$ cat src/rtl/branch_redirect_ctrl.sv
// Redirect sequencer between the execute-stage jump unit and fetch: flush for FLUSH_CYCLES, then offer one redirect.
// Optional perf counters are built when BR_REDIRECT_PERF_EN is defined; otherwise both counter outputs are tied to 0.
module branch_redirect_ctrl #(
    parameter int unsigned FLUSH_CYCLES = 2
) (
    input  logic        clk,
    input  logic        reset,
    input  logic        ex_valid,
    output logic        ex_ready,
    input  logic        jump_load_address,
    input  logic [31:0] jump_address,
    input  logic        jump_load_cs,
    input  logic [31:0] jump_cs,
    input  logic        br_misprediction,
    input  logic [31:0] ex_next_eip,
    output logic        flush,
    output logic        redirect_valid,
    input  logic        fetch_ready,
    output logic [31:0] redirect_eip,
    output logic        redirect_load_cs,
    output logic [31:0] redirect_cs,
    output logic [31:0] redirect_count,
    output logic [31:0] mispredict_count
);

    typedef enum logic [1:0] {
        ST_IDLE     = 2'd0,
        ST_FLUSH    = 2'd1,
        ST_REDIRECT = 2'd2
    } state_e;

    localparam logic [3:0] FLUSH_LOAD = 4'(FLUSH_CYCLES - 1);

    state_e      state_q;
    logic [3:0]  flush_cnt_q;
    logic        flush_q;
    logic        redirect_valid_q;
    logic        redirect_load_cs_q;
    logic [31:0] redirect_eip_q;
    logic [31:0] redirect_cs_q;

    logic        accept;
    logic        redirect_req;
    logic        handshake;
    logic [31:0] target_eip;

    assign ex_ready     = (state_q == ST_IDLE);
    assign accept       = ex_valid & ex_ready;
    assign redirect_req = jump_load_address | jump_load_cs | br_misprediction;
    assign handshake    = (state_q == ST_REDIRECT) & fetch_ready;

    // A mispredict with no load means a predicted-taken branch actually fell through.
    assign target_eip = (jump_load_address | jump_load_cs) ? jump_address : ex_next_eip;

    always_ff @(posedge clk or negedge reset) begin
        if (!reset) begin
            state_q            <= ST_IDLE;
            flush_cnt_q        <= 4'd0;
            flush_q            <= 1'b0;
            redirect_valid_q   <= 1'b0;
            redirect_load_cs_q <= 1'b0;
            redirect_eip_q     <= 32'd0;
            redirect_cs_q      <= 32'd0;
        end else begin
            case (state_q)
                ST_IDLE: begin
                    if (accept && redirect_req) begin
                        state_q            <= ST_FLUSH;
                        flush_q            <= 1'b1;
                        flush_cnt_q        <= FLUSH_LOAD;
                        redirect_eip_q     <= target_eip;
                        redirect_cs_q      <= jump_cs;
                        redirect_load_cs_q <= jump_load_cs;
                    end
                end
                ST_FLUSH: begin
                    if (flush_cnt_q == 4'd0) begin
                        state_q          <= ST_REDIRECT;
                        flush_q          <= 1'b0;
                        redirect_valid_q <= 1'b1;
                    end else begin
                        flush_cnt_q <= flush_cnt_q - 4'd1;
                    end
                end
                ST_REDIRECT: begin
                    if (fetch_ready) begin
                        state_q            <= ST_IDLE;
                        redirect_valid_q   <= 1'b0;
                        redirect_load_cs_q <= 1'b0;
                    end
                end
                default: begin
                    state_q            <= ST_IDLE;
                    flush_q            <= 1'b0;
                    redirect_valid_q   <= 1'b0;
                    redirect_load_cs_q <= 1'b0;
                end
            endcase
        end
    end

    assign flush            = flush_q;
    assign redirect_valid   = redirect_valid_q;
    assign redirect_load_cs = redirect_load_cs_q;
    assign redirect_eip     = redirect_eip_q;
    assign redirect_cs      = redirect_cs_q;

`ifdef BR_REDIRECT_PERF_EN
    logic [31:0] redirect_count_q;
    logic [31:0] redirect_count_d;
    logic [31:0] mispredict_count_q;
    logic [31:0] mispredict_count_d;

    // Both counters saturate rather than wrap.
    always_comb begin
        redirect_count_d   = redirect_count_q;
        mispredict_count_d = mispredict_count_q;
        if (handshake && (redirect_count_q != 32'hFFFF_FFFF))
            redirect_count_d = redirect_count_q + 32'd1;
        if (accept && br_misprediction && (mispredict_count_q != 32'hFFFF_FFFF))
            mispredict_count_d = mispredict_count_q + 32'd1;
    end

    always_ff @(posedge clk or negedge reset) begin
        if (!reset) begin
            redirect_count_q   <= 32'd0;
            mispredict_count_q <= 32'd0;
        end else begin
            redirect_count_q   <= redirect_count_d;
            mispredict_count_q <= mispredict_count_d;
        end
    end

    assign redirect_count   = redirect_count_q;
    assign mispredict_count = mispredict_count_q;
`else
    assign redirect_count   = 32'd0;
    assign mispredict_count = 32'd0;
`endif

    a_flush_redirect_excl: assert property (@(posedge clk) disable iff (!reset)
        !(flush && redirect_valid));

endmodule

$ cat config.mk
export PLATFORM = sky130hd
export DESIGN_NAME = branch_redirect_ctrl
export DESIGN_NICKNAME = d
export VERILOG_FILES = /design/src/rtl/branch_redirect_ctrl.sv
export SDC_FILE = /design/constraint.sdc
export NUM_CORES = 1
export LEC_CHECK = 0
export CAP_MARGIN = 20
export CELL_PAD_IN_SITES_DETAIL_PLACEMENT = 1
export CELL_PAD_IN_SITES_GLOBAL_PLACEMENT = 1
export CORE_AREA = 10 10 108 110
export DETAILED_ROUTE_END_ITERATION = 10
export DIE_AREA = 0 0 118 120
export DONT_BUFFER_PORTS = 1
export PLACE_DENSITY = 0.69
export SLEW_MARGIN = 20
export SYNTH_ARGS = -nofsm -noshare
export SYNTH_HDL_FRONTEND = slang
export SYNTH_SLANG_ARGS = --single-unit
$ cat constraint.sdc
create_clock -name clk -period 1.6 [get_ports clk]
set_input_delay 0.32 -clock clk [delete_from_list [all_inputs] [get_ports clk]]
set_output_delay 0.32 -clock clk [all_outputs]
set_load 0.02 [all_outputs]
==> results of run 1 <==
registers in the layout (all words and copies together) (netlist names):
name	count
flush	1
flush_cnt_q	4
redirect_cs	32
redirect_eip	32
redirect_load_cs	1
redirect_valid	1
state_q	2
timing repair:
| action | CTS | global route |
|---|---|---|
| endpoints found under the setup margin | 1 | 12 |
| buffers inserted | 0 | 0 |
| resized for setup | 1 | 6 |
| hold endpoints to repair | 73 | 73 |
| pin swaps | 0 | 1 |
final cells by class:
type | instances | share of cell area
inverter | 4 | 0.003784
sequential | 73 | 0.4604
clock inverter | 7 | 0.02996
multi-input combinational | 226 | 0.3898
tap | 133 | 0.04194
timing repair buffer | 15 | 0.04289
clock buffer | 9 | 0.03122
per-stage QoR:
stage | power (mW) | instances | instance area (um2) | setup TNS (ns) | hold WS, ns
2_1_floorplan | 6.235 | 390 | 3996 | 0 | 0.02441
3_3_place_gp | 6.733 | 451 | 3700 | -0.2386 | 0.02682
3_5_place_dp | 6.882 | 451 | 3700 | -0.7000 | 0.02676
4_1_cts | 8.652 | 467 | 3945 | 0 | -0.3595
5_1_grt | 9.180 | 467 | 3968 | -0.1302 | -0.3704
6_report | 8.592 | 467 | 3968 | 0 | -0.3321
synth_stat cells, drive strengths merged (2+ instances only):
master	instances	area, um2
o2bb2ai	2	17.52
nand2	4	22.52
clkbuf	3	12.51
inv	4	15.01
nor3	2	10.01
nor2	3	13.77
o21ai	2	10.01
buf	84	619.3
nand2b	4	25.02
nor3b	2	26.28
dfrtp	73	1827
mux2i	32	320.3
mux2	32	360.4
a31oi	32	200.2
a21oi	34	170.2
critical path: cells and delay by family, from the launching register on:
kind | cells | cell delay, ns
simple gates | 2 | 0.48
mux | 1 | 0.33
flops | 1 | 0.41
buf+inv | 1 | 0.18
report_power, final:
group	internal [mW]	switching [mW]
clock network	1.03	0.700
registers	2.76	1.81
logic	1.16	1.13
total	4.95	3.64
layout by cell type (no fill, tap or decap), types with 2 or more instances in the layout:
cell,Yosys,routed
nand2b_1,4,4
dfrtp_1,73,73
mux2_2,22,22
o2bb2ai_1,2,2
a21oi_1,34,34
mux2_4,0,2
inv_1,4,4
buf_6,5,2
o21ai_0,2,2
mux2i_1,32,32
buf_12,0,4
conb_1,1,64
clkbuf_8,0,9
buf_4,67,9
a31oi_1,32,32
bufinv_16,0,3
mux2_1,10,8
nand2_1,3,3
nor3_1,2,2
clkinvlp_4,0,2
worst paths after layout:
| kind | cells after the start | slack (ns) | from | end |
|---|---|---|---|---|
| min reg2reg | 1 | 0.58 | flush_cnt_q[3] | flush_cnt_q[3] |
| max in group asynchronous | 0 | 1.80 | reset | redirect_cs[16] |
| min in group clk | 1 | 0.11 | jump_cs[10] | redirect_cs[10] |
| min | 0 | -0.33 | reset | redirect_cs[28] |
| max | 4 | 0.07 | state_q[1] | redirect_cs[9] |
| max reg2reg | 4 | 0.07 | state_q[1] | redirect_cs[9] |
cells by family (layout without fill, tap and decap cells):
logic type,after synthesis,count (layout),share of synthesized area
AO/OA/AOI/OAI,77,77,0.1205
other,1,64,0.0009974
multiplexers,64,64,0.1810
buffers and inverters,91,35,0.1720
AND/OR/NAND/NOR,19,19,0.03395
flip-flops,73,73,0.4859
adder cells (fa/ha/maj),1,1,0.003327
XOR/XNOR,1,1,0.002330
layer usage:
| metal | routed length (um) | share of wire | global-route usage |
|---|---|---|---|
| met3 | 1159 | 0.12 | 0.06751 |
| met4 | 142 | 0.014 | 0.05564 |
| met2 | 4617 | 0.47 | 0.2099 |
| met5 | 0 | 0 | 0 |
| met1 | 3973 | 0.40 | 0.1465 |
==> impl_metrics.tcl, run 1 <==
set metrics [dict create \
    finalCritPeriodShare 0.9572 \
    areaGrowthSynthToFinish_pct 5.524 \
    synth_area_um2 3760 \
    hpwl_um 7752 \
    cts_made_buffers 9 \
    setup_ws_ns 0.06852 \
    ys_seq_area_frac 0.4859 \
    syn_area_per_cell_um2 11.50 \
    first_iter_violations 119 \
    antenna_found_initial 0 \
    status "finished with violations" \
    coreArea_um2 9549 \
    die_h_um 120 \
    cp.required_ns 1.82 \
    io_pins 235 \
    fmax_mhz 653.0 \
    initial_utilization 0.3937 \
    slowest_stage "dfrtp_1" \
    regArea_um2 1827 \
    violations "hold timing" \
    grt_pass1_vias 2549 \
    place.port_buffers 0 \
    setup_viol 0 \
    track_usage 0.1318 \
    wl_per_cell_um 21.18 \
    cp-end-kind "register" \
    gp_congestion 0.7076 \
    gr-total-overflow 0 \
    final_nets 433 \
    fin_worst_skew_ns 0.007262 \
    grt_pass1_wl_um 15060 \
    clk_latency_ns 0.34 \
    die_x_um 118 \
    vias 2301 \
    ys_seq_elements 73 \
    clk_pin_slew_ns 0.08 \
    max-clock-path-buffers 2 \
    worst_ep_arrival_time_ns 1.75 \
    diodes 0 \
    dr.pass1.iters 4 \
    drv_slew 0 \
    dieArea_um2 14160 \
    yosys_most_used_dff "dfrtp_1" \
    rsz0062_at_grt "true" \
    critPathKind "register to register" \
    grt_max_degree 74 \
    power_density_nw_per_um2 2166 \
    critPathLaunchType "register" \
    fill_cells 1063 \
    finalHoldViolCount 73 \
    syn_inst 327 \
    root_buffer "clkbuf_8" \
    antenna_left 0 \
    min_path_type "primary input to asynchronous set/reset pin" \
    cp_max_fo 32 \
    synth_warnings 0 \
    dp_slack_ns -0.03523 \
    critPathMaxStageDelay_ns 0.41 \
    avgViaCountPerCell 4.927 \
    routed_wl_um 9893 \
    drc 0 \
    crit_chain "nor3b_4, nand2_4, buf_12, mux2_1" \
    ys_types 36 \
    fin_crit_ns 1.531 \
    clock_sinks 73 \
    timing.hold.ws_ns -0.3321 \
    core.rowCount 36 \
    synthArstFlopShare 1.000 \
    fin_util 0.4155 \
    irDropWorstVdd_v 0.0005810 \
    htreeDepth 3 \
    multi_input_area_um2 1546 \
    p_leak_nw 1.722 \
    drv_cap 0 \
    synth_edf_count 0 \
    cts_tree "done" \
    drive_gt1_frac 0.1856 \
]
Note: power is estimated with default switching activity, not from simulation.
==> run 2, diff against run 1 <==
- CORE_AREA: 10 10 108 110 -> 3 3 101 103
- DIE_AREA: 0 0 118 120 -> 0 0 104 106
==> run 2 against run 1 <==
  * The run still ends with hold timing left
  * Maximum frequency is 1.4% higher
  * Global-route usage up 1.2 points
  * Worst setup slack better by 0.022 ns
  * Worst hold slack hardly changed
  * Clock-buffer cell count unchanged
  * Sequential share of layout area up 0.073 points
  * Critical path depth rose by 1
  * Cell count is 0.21% higher
  * Final area shrank 0.16%
  * Critical path type unchanged
  * Highest routed layer unchanged
==> impl_metrics.tcl, run 2 (synthesis gave the netlist of run 1 again) <==
set metrics [dict create \
    final_nets 438 \
    dieArea_um2 11020 \
    io_pins 235 \
    fmax_mhz 662.4 \
    grt_pass1_vias 2375 \
    status "finished with violations" \
    mostFrequentLayoutCells "73 x dfrtp_1, 64 x conb_1, 34 x a21oi_1" \
    gp_congestion 0.6761 \
    final_cells 468 \
    dp_cells 452 \
    irDropWorstVdd_v 0.0005745 \
    cp_max_fo 33 \
    reg2reg_from "state_q[0]" \
    gr-total-overflow 0 \
    min_path_type "primary input to asynchronous set/reset pin" \
    timing.hold.ws_ns -0.3319 \
    drv_cap 0 \
    critPathMaxStageDelay_ns 0.42 \
    cp-end-kind "register" \
    p_leak_nw 1.728 \
    dr.pass1.iters 4 \
    critPathLaunchType "register" \
    worst_ep_arrival_time_ns 1.77 \
    core.rowCount 35 \
    areaGrowthSynthToFinish_pct 5.358 \
    critPathLaunch "state_q[0]" \
    cp.required_ns 1.86 \
    routed_wl_um 8422 \
    crit_chain "nor3b_4, buf_4, buf_4, a21oi_1, a31oi_1" \
    cp.buffers_inverters 2 \
    finalCritPeriodShare 0.9436 \
    fin_worst_skew_ns 0.01560 \
    htreeDepth 3 \
    violations "hold timing" \
    drc 0 \
    die_x_um 104 \
    antenna_found_initial 0 \
    cts_made_buffers 9 \
    drv_slew 0 \
    grt_max_degree 74 \
    cp_num_cells 5 \
    reg2reg_depth 5 \
    power_density_nw_per_um2 2125 \
    r2r-end "redirect_eip[1]" \
    first_iter_violations 111 \
    root_buffer "clkbuf_8" \
    avgViaCountPerCell 4.974 \
    diodes 0 \
    cp_top_family "buffers and inverters" \
    critical_path.most_common_cell "buf_4" \
    rrSetupSlack_ns 0.09 \
    hpwl_um 6294 \
    setup_viol 0 \
    vias 2328 \
    place.port_buffers 0 \
    wl_per_cell_um 18.00 \
    cts_tree "done" \
    drive_gt1_frac 0.1947 \
    grt_pass1_wl_um 12620 \
    antenna_left 0 \
    postCtsSetupRepairBufs 0 \
    track_usage 0.1437 \
    layout_commonest_cell "dfrtp_1" \
    max-clock-path-buffers 2 \
    clock_sinks 73 \
    slowest_stage "dfrtp_1" \
    endpoint "redirect_eip[1]" \
    clk_latency_ns 0.34 \
    rsz0062_at_grt "true" \
    critPathKind "register to register" \
    coreArea_um2 9284 \
    finalHoldViolCount 73 \
    clk_pin_slew_ns 0.09 \
    fin_crit_ns 1.510 \
    initial_utilization 0.4050 \
    die_h_um 106 \
]
## run 2: cell types whose count changed in the layout (fill, tap and decap cells not counted), sizes merged
cell / change
buf: +5
bufinv: -1
clkinvlp: -1
inv: +2
## run 2: area by class of cell
cell class	count	area (um2)
well taps	129	161.4
flip-flops and latches	73	1827
multi-input cells	226	1544
fillers	1014	5323
clock buffers	9	123.9
clock inverters	7	102.6
inverters	4	15.01
repair buffers	20	187.7
## run 2: per-layer routing
layer | vias up | track usage | routed length, um
met1 | 1119 | 0.1589 | 3119
li1 | 1044 | - | -
met5 | - | 0 | 0
met3 | 2 | 0.06557 | 965
met2 | 163 | 0.2470 | 4290
met4 | 0 | 0.04558 | 47
## run 2: what timing repair did
action | 4_1_cts | 5_1_grt
endpoints found under the setup margin | 1 | 15
gates resized for setup | 1 | 3
hold endpoints to repair | 73 | 73
## run 2: worst min path at each step
| stage | from | end | slack (ns) | cells past startpoint |
|---|---|---|---|---|
| 6_report | reset | state_q[1] | -0.33 | 0 |
| 5_1_grt | reset | redirect_eip[10] | -0.37 | 0 |
| 4_1_cts | reset | state_q[1] | -0.35 | 0 |
| 3_5_place_dp | reset | redirect_cs[10] | 0.03 | 0 |
| 3_3_place_gp | reset | redirect_cs[4] | 0.03 | 0 |
| 2_1_floorplan | reset | flush | 0.02 | 0 |
## run 2: where the power goes
group          switching (mW)  total (mW)  internal, mW
Sequential               1.75        4.51          2.76
Clock                   0.722        1.62         0.894
Combinational            1.14        2.29          1.15
## run 2: stage by stage
stage	setup slack [ns]	power, mW	cell area [um2]	setup TNS [ns]	util
after floorplan	0.002914	6.235	3996	0	-
after global placement	0.02237	6.696	3720	0	0.4007
after detailed placement	-0.003782	6.847	3720	-0.006719	0.4007
after CTS	0.01171	8.509	3949	0	0.4253
after global routing	-0.03287	8.969	3961	-0.1573	0.4267
final	0.09028	8.417	3961	0	0.4267
